### src/rtl/lsu_mem_ctrl.sv
// lsu_mem_ctrl: RV32I load/store unit driving a single-port, word-addressed
// data memory. Loads extract and extend a byte, half or word. Sub-word stores
// go through a read-modify-write cycle.
// Optional feature macro: LSU_ALIGN_CHECK_EN. When it is defined, misaligned,
// out-of-range and illegal-funct3 requests complete with resp_err=1 and never
// touch memory. When it is undefined, low address bits are masked to the
// access size, the address wraps modulo the memory size, and an illegal funct3
// is treated as a word access.
module lsu_mem_ctrl #(
    parameter int MEM_WORDS = 1024,
    parameter int ADDR_W    = 10
) (
    input  logic        clk,
    input  logic        rst,
    input  logic        req_valid,
    output logic        req_ready,
    input  logic        req_we,
    input  logic [2:0]  req_funct3,
    input  logic [31:0] req_addr,
    input  logic [31:0] req_wdata,
    output logic        resp_valid,
    output logic [31:0] resp_rdata,
    output logic        resp_err,
    output logic [31:0] mem_addr,
    output logic [31:0] mem_wdata,
    output logic        mem_rw,
    input  logic [31:0] mem_rdata
);

    typedef enum logic [2:0] {IDLE, LOAD, RMW_RD, WRITE, RESP} state_t;

    state_t      state_q, state_d;
    logic        we_q, uns_q, err_q;
    logic [1:0]  sz_q, off_q;
    logic [31:0] wdata_q, rdata_q, mem_addr_q;

    logic        acc;
    logic [1:0]  acc_sz, acc_off;
    logic        acc_err;
    logic [31:0] acc_idx;

    assign acc     = req_valid && req_ready;
    assign acc_idx = {{(32-ADDR_W){1'b0}}, req_addr[ADDR_W+1:2]};

    // Access size from funct3: 0=byte, 1=half, 2=word (also the fallback for illegal codes)
    always_comb begin
        acc_sz = 2'd2;
        if (req_we) begin
            case (req_funct3)
                3'd0:    acc_sz = 2'd0;
                3'd1:    acc_sz = 2'd1;
                default: acc_sz = 2'd2;
            endcase
        end else begin
            case (req_funct3)
                3'd0, 3'd4: acc_sz = 2'd0;
                3'd1, 3'd5: acc_sz = 2'd1;
                default:    acc_sz = 2'd2;
            endcase
        end
    end

`ifdef LSU_ALIGN_CHECK_EN
    logic illegal, misal, oor;
    // Checked build: flag the error at accept and keep the raw byte offset
    always_comb begin
        illegal = req_we ? (req_funct3 > 3'd2)
                         : (req_funct3 == 3'd3 || req_funct3[2:1] == 2'b11);
        misal   = (acc_sz == 2'd1 && req_addr[0]) || (acc_sz == 2'd2 && |req_addr[1:0]);
        oor     = |req_addr[31:ADDR_W+2];
        acc_err = illegal | misal | oor;
        acc_off = req_addr[1:0];
    end
`else
    logic unused_addr_hi;
    assign unused_addr_hi = ^req_addr[31:ADDR_W+2];
    // Unchecked build: force the offset to the access alignment, never error
    always_comb begin
        acc_err = 1'b0;
        case (acc_sz)
            2'd0:    acc_off = req_addr[1:0];
            2'd1:    acc_off = {req_addr[1], 1'b0};
            default: acc_off = 2'd0;
        endcase
    end
`endif

    // State register; reset aborts any in-flight access
    always_ff @(posedge clk) begin
        if (rst) state_q <= IDLE;
        else     state_q <= state_d;
    end

    // Next-state logic
    always_comb begin
        state_d = state_q;
        case (state_q)
            IDLE: if (acc) begin
                if (acc_err)           state_d = RESP;
                else if (!req_we)      state_d = LOAD;
                else if (acc_sz == 2'd2) state_d = WRITE;
                else                   state_d = RMW_RD;
            end
            LOAD:    state_d = RESP;
            RMW_RD:  state_d = WRITE;
            WRITE:   state_d = RESP;
            RESP:    state_d = IDLE;
            default: state_d = IDLE;
        endcase
    end

    logic [4:0]  sh;
    logic [31:0] shifted, load_ext, lane_mask, merged;
    assign sh      = {off_q, 3'b000};
    assign shifted = mem_rdata >> sh;

    // Lane extraction/extension for loads and lane merge for sub-word stores
    always_comb begin
        case (sz_q)
            2'd0:    load_ext = uns_q ? {24'd0, shifted[7:0]}  : {{24{shifted[7]}}, shifted[7:0]};
            2'd1:    load_ext = uns_q ? {16'd0, shifted[15:0]} : {{16{shifted[15]}}, shifted[15:0]};
            default: load_ext = shifted;
        endcase
        lane_mask = ((sz_q == 2'd0) ? 32'h0000_00FF : 32'h0000_FFFF) << sh;
        merged    = (mem_rdata & ~lane_mask) | ((wdata_q << sh) & lane_mask);
    end

    // Request latch, load capture and RMW merge capture
    always_ff @(posedge clk) begin
        if (rst) begin
            we_q       <= 1'b0;
            uns_q      <= 1'b0;
            err_q      <= 1'b0;
            sz_q       <= 2'd0;
            off_q      <= 2'd0;
            wdata_q    <= 32'd0;
            rdata_q    <= 32'd0;
            mem_addr_q <= 32'd0;
        end else begin
            case (state_q)
                IDLE: if (acc) begin
                    we_q    <= req_we;
                    uns_q   <= !req_we && req_funct3[2];
                    err_q   <= acc_err;
                    sz_q    <= acc_sz;
                    off_q   <= acc_off;
                    wdata_q <= req_wdata;
                    rdata_q <= 32'd0;
                    // An erroring request never reaches memory, so the address holds
                    if (!acc_err) mem_addr_q <= acc_idx;
                end
                LOAD:    rdata_q <= load_ext;
                RMW_RD:  wdata_q <= merged;
                default: ;
            endcase
        end
    end

    // Outputs decoded from state; memory and response strobes are 0 elsewhere
    always_comb begin
        req_ready  = (state_q == IDLE) && !rst;
        mem_addr   = mem_addr_q;
        mem_rw     = (state_q == WRITE);
        mem_wdata  = (state_q == WRITE) ? wdata_q : 32'd0;
        resp_valid = (state_q == RESP);
        resp_rdata = (state_q == RESP) ? rdata_q : 32'd0;
        resp_err   = (state_q == RESP) && err_q;
    end

    logic unused_we;
    assign unused_we = we_q;

endmodule
### config.mk
export PLATFORM = sky130hd
export DESIGN_NAME = lsu_mem_ctrl
export DESIGN_NICKNAME = d
export VERILOG_FILES = /design/src/rtl/lsu_mem_ctrl.sv
export SDC_FILE = /design/constraint.sdc
export NUM_CORES = 1
export LEC_CHECK = 0
export ABC_AREA = 1
export BUFFER_PORTS_ARGS = -buffer_cell sky130_fd_sc_hd__buf_4
export CORE_MARGIN = 1
export CORE_UTILIZATION = 54
export CTS_CLUSTER_DIAMETER = 50
export DETAILED_ROUTE_END_ITERATION = 8
export GPL_TIMING_DRIVEN = 0
export PLACE_DENSITY = 0.87
export SLEW_MARGIN = 20
export SYNTH_ARGS = -nofsm -noshare
export SYNTH_HDL_FRONTEND = slang
export SYNTH_SLANG_ARGS = --single-unit
### constraint.sdc
create_clock -name clk -period 2.2 [get_ports clk]
set_input_delay 0.33 -clock clk [delete_from_list [all_inputs] [get_ports clk]]
set_output_delay 0.33 -clock clk [all_outputs]
set_load 0.01 [all_outputs]
==> summary.txt, run 1 <==
Floorplanning
  • I/O pin total: a little over 200
  • Core area: 9370 sq um
  • Starting Density: 0.565
  • Area of the die: 10,200 sq um
  • Die width: about 100 microns
  • Die height: 101 microns
  • Rows: 35

Timing
  • Period Utilization, post-route: 0.942
  • Minimum clock period: about 2.1 ns
  • Max Fclk: 483 MHz
  • Worst slew pin tran: between 0.7 and 0.8 ns
  • Setup violators final: 0
  • Pins Over Slew Limit: 0
  • Worst Skew: roughly 0.014 ns
  • Final Hold Vio Count: 0
  • Setup TNS: 0 ns
  • Worst slew margin: 0.490

Layout
  • # nets final: between 1,000 and 1,500
  • Antenna diode count: 0
  • Fraction of final layout cells sized beyond drive strength 1: 0.262
  • Most frequent cells in the layout: nand2_1, buf_4, inv_1
  • Layout area overhead: 30.9%
  • Most common cell after layout, fill and taps aside: nand2_1
  • Layout fillers: roughly 840
  • Layout Cells excl Fill: approximately 1,200
  • Footprint of the multi-input gates: 2840 sq um
  • Reg area: around 1600 sq um

Power
  • PwrDens: about 550 nW/um^2
  • Worst IR Drop VDD: approximately 0.00047 V
  • Net switching power figure: between 1 and 1.5 mW
  • Leak Pwr: between 3 and 4 nW
  • Combinational Power Share: 0.267
  • Sw Ratio: 0.360
  • Clk pwr share: 0.294
  • Cell Int Power: approximately 2.5 mW
  • Share of power burned in registers: 0.439

Clock tree
  • Number of clock sinks: between 80 and 90
  • CTS tree: done
  • Skew-Pair Late Insertion Delay: around 0.38 ns
  • Post-CTS setup repair buffer count: 0
  • CTS max path bufs: 2
  • CTS buffer count: 9
  • CTS clk-pin slew, worst paths: 0.10 ns
  • CTS HTree Levels: 3
  • CTS root buf: clkbuf_8
  • Hold-fix buffers, CTS: 0
  • Post-cts resize count: 1

Synth
  • Seq/Total Area, Yosys: 0.310
  • Mean Syn Cell Area: slightly above 6 sq um
  • Yosys warns: 0
  • Synth Register Bits: between 80 and 90
  • Number of distinct library cells after synthesis: 33
  • Synth Instances: between 800 and 900
  • Cell Area, Synth: 5300 sq um

Global route
  • Largest net degree at the start of global routing: 18
  • Met3 Track Usage GR: 0.0673
  • Total GRT Usage: 0.339
  • Global route overflow: 0
  • Most Crowded Layer GR: met2
  • Met2 usage: 0.526
  • First-pass GRT wire length: ~27,000 microns
  • Initial antenna violation count: 0
  • Grt met1 use: 0.468
  • Vias in the first global route: around 5,400

Worst setup path
  • Worst Path Required: about 1.9 ns
  • CP cell instances: nor2_1 > nand2_1 > clkbuf_1 > nor2_1 > buf_4
  • Critical Setup Path Class: reg -> out
  • Buf/Inv on CP: 2
  • Critical path arrival: approximately 1.7 ns
  • Crit Path Max Fanout: 10
  • Slowest cell on the critical path: clkbuf_1
  • Startpoint Class: flip-flop
  • CP endpoint kind: output port
  • CP dominant cell by count: nor2_1
  • CP top delay family: buffers and inverters
  • Max stage delay on crit path: ~0.43 ns
  • FF-to-FF setup slack: approximately 0.43 ns

Routing
  • Per-cell routed wire length: around 15 microns
  • WL final: around 17,000 microns
  • First drt pass iteration count: 5
  • Vias post-DR: just over 6,000
  • Final ANT Viol Nets: 0
  • # DRC: 0
  • Initial DRC Count: approximately 520
  • Vias per inst: 5.26

Placement
  • Final Wtd Congestion: 0.995
  • DP HPWL: roughly 14,000 microns
  • Placed cell count: 1,159
  • IO Port Bufs: approximately 160

Job
  • Max-cap violations: 0

Status
  • Status: complete, no violations

Worst hold path
  • Hold Crit Class: in -> reg
-- cell type report --
type	instances	share of cell area
repair buffers	159	0.172
well taps	129	0.0233
multi-input cells	596	0.409
plain buffers	80	0.0688
flip-flops and latches	82	0.237
clock inverters	7	0.00975
inverters	113	0.0616
clock buffers	9	0.0179
-- metrics by stage --
| stage | area (sq um) | setup slack, ns | utilization | power (mW) | hold slack [ns] |
|---|---|---|---|---|---|
| after floorplan | 5380 | 0.688 | - | 2.35 | 0.440 |
| after global placement | 6730 | 0.420 | 0.719 | 2.70 | 0.453 |
| after detailed placement | 6730 | 0.414 | 0.719 | 2.71 | 0.456 |
| after CTS | 6930 | 0.00588 | 0.739 | 3.80 | 0.200 |
| after global routing | 6930 | -0.0000155 | 0.740 | 4.01 | 0.212 |
| final | 6930 | 0.128 | 0.740 | 3.83 | 0.202 |
-- worst register-to-register path, stage by stage, from the launching register on --
cell      delay [ns]
dfxtp_1         0.32
inv_1           0.22
buf_2           0.30
clkbuf_1        0.41
nand3_1         0.16
o211ai_1        0.13
a21oi_1         0.09
-- Yosys cell counts, drive strengths merged --
library cell | count | area [sq um]
clkbuf | 25 | 93.8
a31oi | 8 | 50.1
a21o | 1 | 7.51
buf | 55 | 379
nand3 | 58 | 320
a211oi | 1 | 7.51
dfxtp | 82 | 1640
nor2 | 79 | 333
conb | 1 | 3.75
inv | 113 | 427
nand2 | 224 | 871
a22oi | 2 | 15.0
nor3 | 2 | 10.0
o21ai | 79 | 395
a21oi | 86 | 490
o211ai | 31 | 233
nand4 | 2 | 18.8
-- kinds of logic (layout without fill, tap and decap cells) --
group / after synthesis / in the layout / share of synthesized area
AOI/OAI and AO/OA: 208 / 208 / 0.226
buffers and inverters: 193 / 368 / 0.170
DFF: 82 / 82 / 0.310
other: 1 / 23 / 0.000708
and+or+nand+nor: 365 / 365 / 0.293
-- routing by layer --
layer | wire length [microns] | vias up
met5 | 0 | -
met4 | 402 | 0
met3 | 1750 | 38
met2 | 7500 | 360
met1 | 7490 | 2725
li1 | - | 3053
-- final timing paths --
path / from / to / cells after the start
worst min register to register: rdata_q[14] / rdata_q[14] / 2
worst max register to register: off_q[1] / rdata_q[5] / 6
worst min-delay path: req_funct3[0] / sz_q[0] / 3
worst max-delay path: state_q[1] / resp_rdata[16] / 5
-- power groups by stage --
stage	Clock [mW]	Combinational (mW)	Sequential, mW
floorplan	0	0.658	1.70
global placement	0	0.988	1.71
detailed placement	0	0.998	1.71
CTS	1.12	1.00	1.68
global route	1.18	1.13	1.70
finish	1.13	1.02	1.68
Note: power is estimated with default switching activity, not from simulation.
==> run 2, diff against run 1 <==
--- a/config.mk
+++ b/config.mk
@@ -13,6 +13,7 @@
 export DETAILED_ROUTE_END_ITERATION = 8
 export GPL_TIMING_DRIVEN = 0
 export PLACE_DENSITY = 0.87
+export SETUP_SLACK_MARGIN = 0.3
 export SLEW_MARGIN = 20
 export SYNTH_ARGS = -nofsm -noshare
 export SYNTH_HDL_FRONTEND = slang
==> summary.txt, run 2 (synthesis results as in run 1) <==
Floorplanning
  • Rows: 35 (unchanged)
  • Area of the die: 10,200 sq um (unchanged)
  • Core area: 9370 sq um (unchanged)
  • Die height: 101 microns (unchanged)
  • I/O pin total: 203 (unchanged)
  • Die width: 101 microns (unchanged)
  • Starting Density: 0.565 (unchanged)

Clock tree
  • CTS HTree Levels: 3 (unchanged)
  • Hold-fix buffers, CTS: 0 (unchanged)
  • Skew-Pair Late Insertion Delay: 0.38 ns (about the same)
  • CTS buffer count: 9 (unchanged)
  • CTS tree: done
  • CTS root buf: clkbuf_8
  • CTS clk-pin slew, worst paths: 0.11 ns (about the same)
  • Number of clock sinks: 82 (unchanged)
  • CTS max path bufs: 2 (unchanged)

Timing
  • Worst Skew: 0.0162 ns (+0.00251 ns)
  • Worst slew margin: 0.489 (-0.000740)
  • Hold_ws: 0.202 ns (-0.000848 ns)
  • Setup TNS: 0 ns (unchanged)
  • Pins Over Slew Limit: 0 (unchanged)
  • Worst slew pin tran: 0.766 ns (+0.00111 ns)
  • Minimum clock period: 1.89 ns (-0.183 ns)
  • Period Utilization, post-route: 0.859 (-0.0830)
  • Max Fclk: 529 MHz (+9.7%)
  • Setup violators final: 0 (unchanged)
  • Setup repair after global routing missed its margin: true
  • Final Hold Vio Count: 0 (unchanged)

Routing
  • Final ANT Viol Nets: 0 (unchanged)
  • First drt pass iteration count: 5 (unchanged)
  • WL final: 17,400 microns (+1.2%)
  • Per-cell routed wire length: 14.7 microns (+0.88%)
  • # DRC: 0 (unchanged)
  • Vias per inst: 5.23 (-0.40%)
  • Vias post-DR: 6,172 (-0.065%)
  • Initial DRC Count: 424 (-19%)

Global route
  • First-pass GRT wire length: 26,700 microns (+0.29%)
  • Total GRT Usage: 0.340 (+0.00118)
  • Largest net degree at the start of global routing: 18 (unchanged)
  • Global route overflow: 0 (unchanged)
  • Initial antenna violation count: 0 (unchanged)
  • Vias in the first global route: 5,434 (-0.074%)

Worst setup path
  • Startpoint Class: flip-flop
  • Critical path arrival: 1.56 ns (-0.18 ns)
  • R2r endpoint: rdata_q[5]
  • FF-to-FF setup slack: 0.42 ns (about the same)
  • Worst Path Required: 1.87 ns (about the same)
  • Critical Setup Path Class: reg -> out
  • Slowest cell on the critical path: dfxtp_2
  • Max stage delay on crit path: 0.35 ns (-0.08 ns)
  • CP endpoint kind: output port
  • R2R cell count: 6 (unchanged)
  • Critical R2R Launch: off_q[1]
  • CP cell instances: inv_2 > nand2_2 > nor2_4 > inv_4 > buf_8 > nor2_1 > buf_4
  • Crit Path Max Fanout: 10 (unchanged)

Power
  • Net switching power figure: 1.39 mW (+0.82%)
  • Sw Ratio: 0.361 (+0.00126)
  • Clk pwr share: 0.293 (about the same)
  • PwrDens: 549 nW/um^2 (-0.73%)
  • Combinational Power Share: 0.269 (+0.002)
  • Leak Pwr: 3.31 nW (+1.2%)
  • Cell Int Power: 2.46 mW (+0.27%)
  • Share of power burned in registers: 0.437 (-0.002)
  • Worst IR Drop VDD: 0.000472 V (+1.0%)
  • Design Power: 3.85 mW (+0.47%)

Layout
  • Fraction of final layout cells sized beyond drive strength 1: 0.276 (+0.0142)
  • Antenna diode count: 0 (unchanged)
  • Reg area: 1650 sq um (+0.15%)
  • Footprint of the multi-input gates: 2860 sq um (+0.79%)
  • Most common cell after layout, fill and taps aside: nand2_1
  • Most frequent cells in the layout: nand2_1, buf_4, inv_1
  • Layout area overhead: 32.4%
  • # nets final: 1,148 (+0.35%)
  • Layout fillers: 824 (-2.1%)

Worst hold path
  • Min-delay src: req_funct3[0]
  • Hold path depth: 3 (unchanged)
  • WHS Endpoint: sz_q[0]
  • Hold Crit Class: in -> reg

Placement
  • Final Wtd Congestion: 0.995 (unchanged)
  • IO Port Bufs: 159 (unchanged)
  • DP HPWL: 13,600 microns (unchanged)

Status
  • Status: complete, no violations

Job
  • Max-cap violations: 0 (unchanged)
-- run 2: cell count changes in the layout (fill, tap and decap cells not counted), moves of 2 or more --
cell	change
dfxtp_2	+2
dfxtp_1	-2
clkbuf_1	-3
buf_6	+2
nor2_1	-3
buf_4	+3
nand2_2	+2
nor2_2	+2
nand2_1	-2
-- run 2: final cells by class --
class | count | area share
buffer | 80 | 0.0721
clock buffer | 9 | 0.0177
clock inverter | 7 | 0.00963
inverter | 113 | 0.0612
multi-input combinational | 596 | 0.408
sequential | 82 | 0.235
tap | 129 | 0.0230
timing repair buffer | 163 | 0.174
-- run 2: worst max-delay path, delay by kind of cell, from the launching register on --
family                 cells  cell delay [ns]
buffers and inverters      4             0.46
flip-flops                 1             0.35
AND/OR/NAND/NOR            3             0.36
-- run 2: per-stage QoR --
step | util | std cells | worst slack (ns) | area [sq um]
global route | 0.748 | 1179 | 0.265 | 7010
detailed placement | 0.719 | 1159 | 0.414 | 6730
CTS | 0.742 | 1175 | 0.308 | 6950
global placement | 0.719 | 1159 | 0.420 | 6730
floorplan | - | 871 | 0.688 | 5380
finish | 0.748 | 1179 | 0.310 | 7010
-- run 2: timing repair --
action,4_1_cts,5_1_grt
gates cloned,0,1
pin swaps,0,1
endpoints found under the setup margin,61,61
setup buffers,0,3
endpoints found under the hold margin,0,0
gates resized for setup,15,16
-- run 2: power groups by stage --
stage	clock network, mW	registers [mW]	logic, mW
after global placement	0	1.71	0.988
after floorplan	0	1.70	0.658
after global routing	1.18	1.70	1.14
final	1.13	1.69	1.04
after CTS	1.12	1.68	1.01
after detailed placement	0	1.71	0.998
-- run 2: per-layer routing --
| metal | track usage | part of all wire | vias to the layer above |
|---|---|---|---|
| met5 | 0 | 0 | - |
| met4 | 0.114 | 0.025 | 0 |
| met3 | 0.0610 | 0.10 | 40 |
| met2 | 0.530 | 0.44 | 367 |
| met1 | 0.473 | 0.43 | 2705 |
| li1 | - | - | 3060 |
-- run 2: worst max-delay path by stage --
| stage | start | to | cells past startpoint |
|---|---|---|---|
| floorplan | state_q[1] | mem_wdata[10] | 5 |
| global placement | state_q[2] | mem_wdata[14] | 7 |
| CTS | state_q[2] | req_ready | 5 |
| global route | state_q[0] | resp_rdata[7] | 5 |
| detailed placement | state_q[2] | mem_wdata[14] | 7 |
| finish | state_q[2] | mem_wdata[14] | 7 |
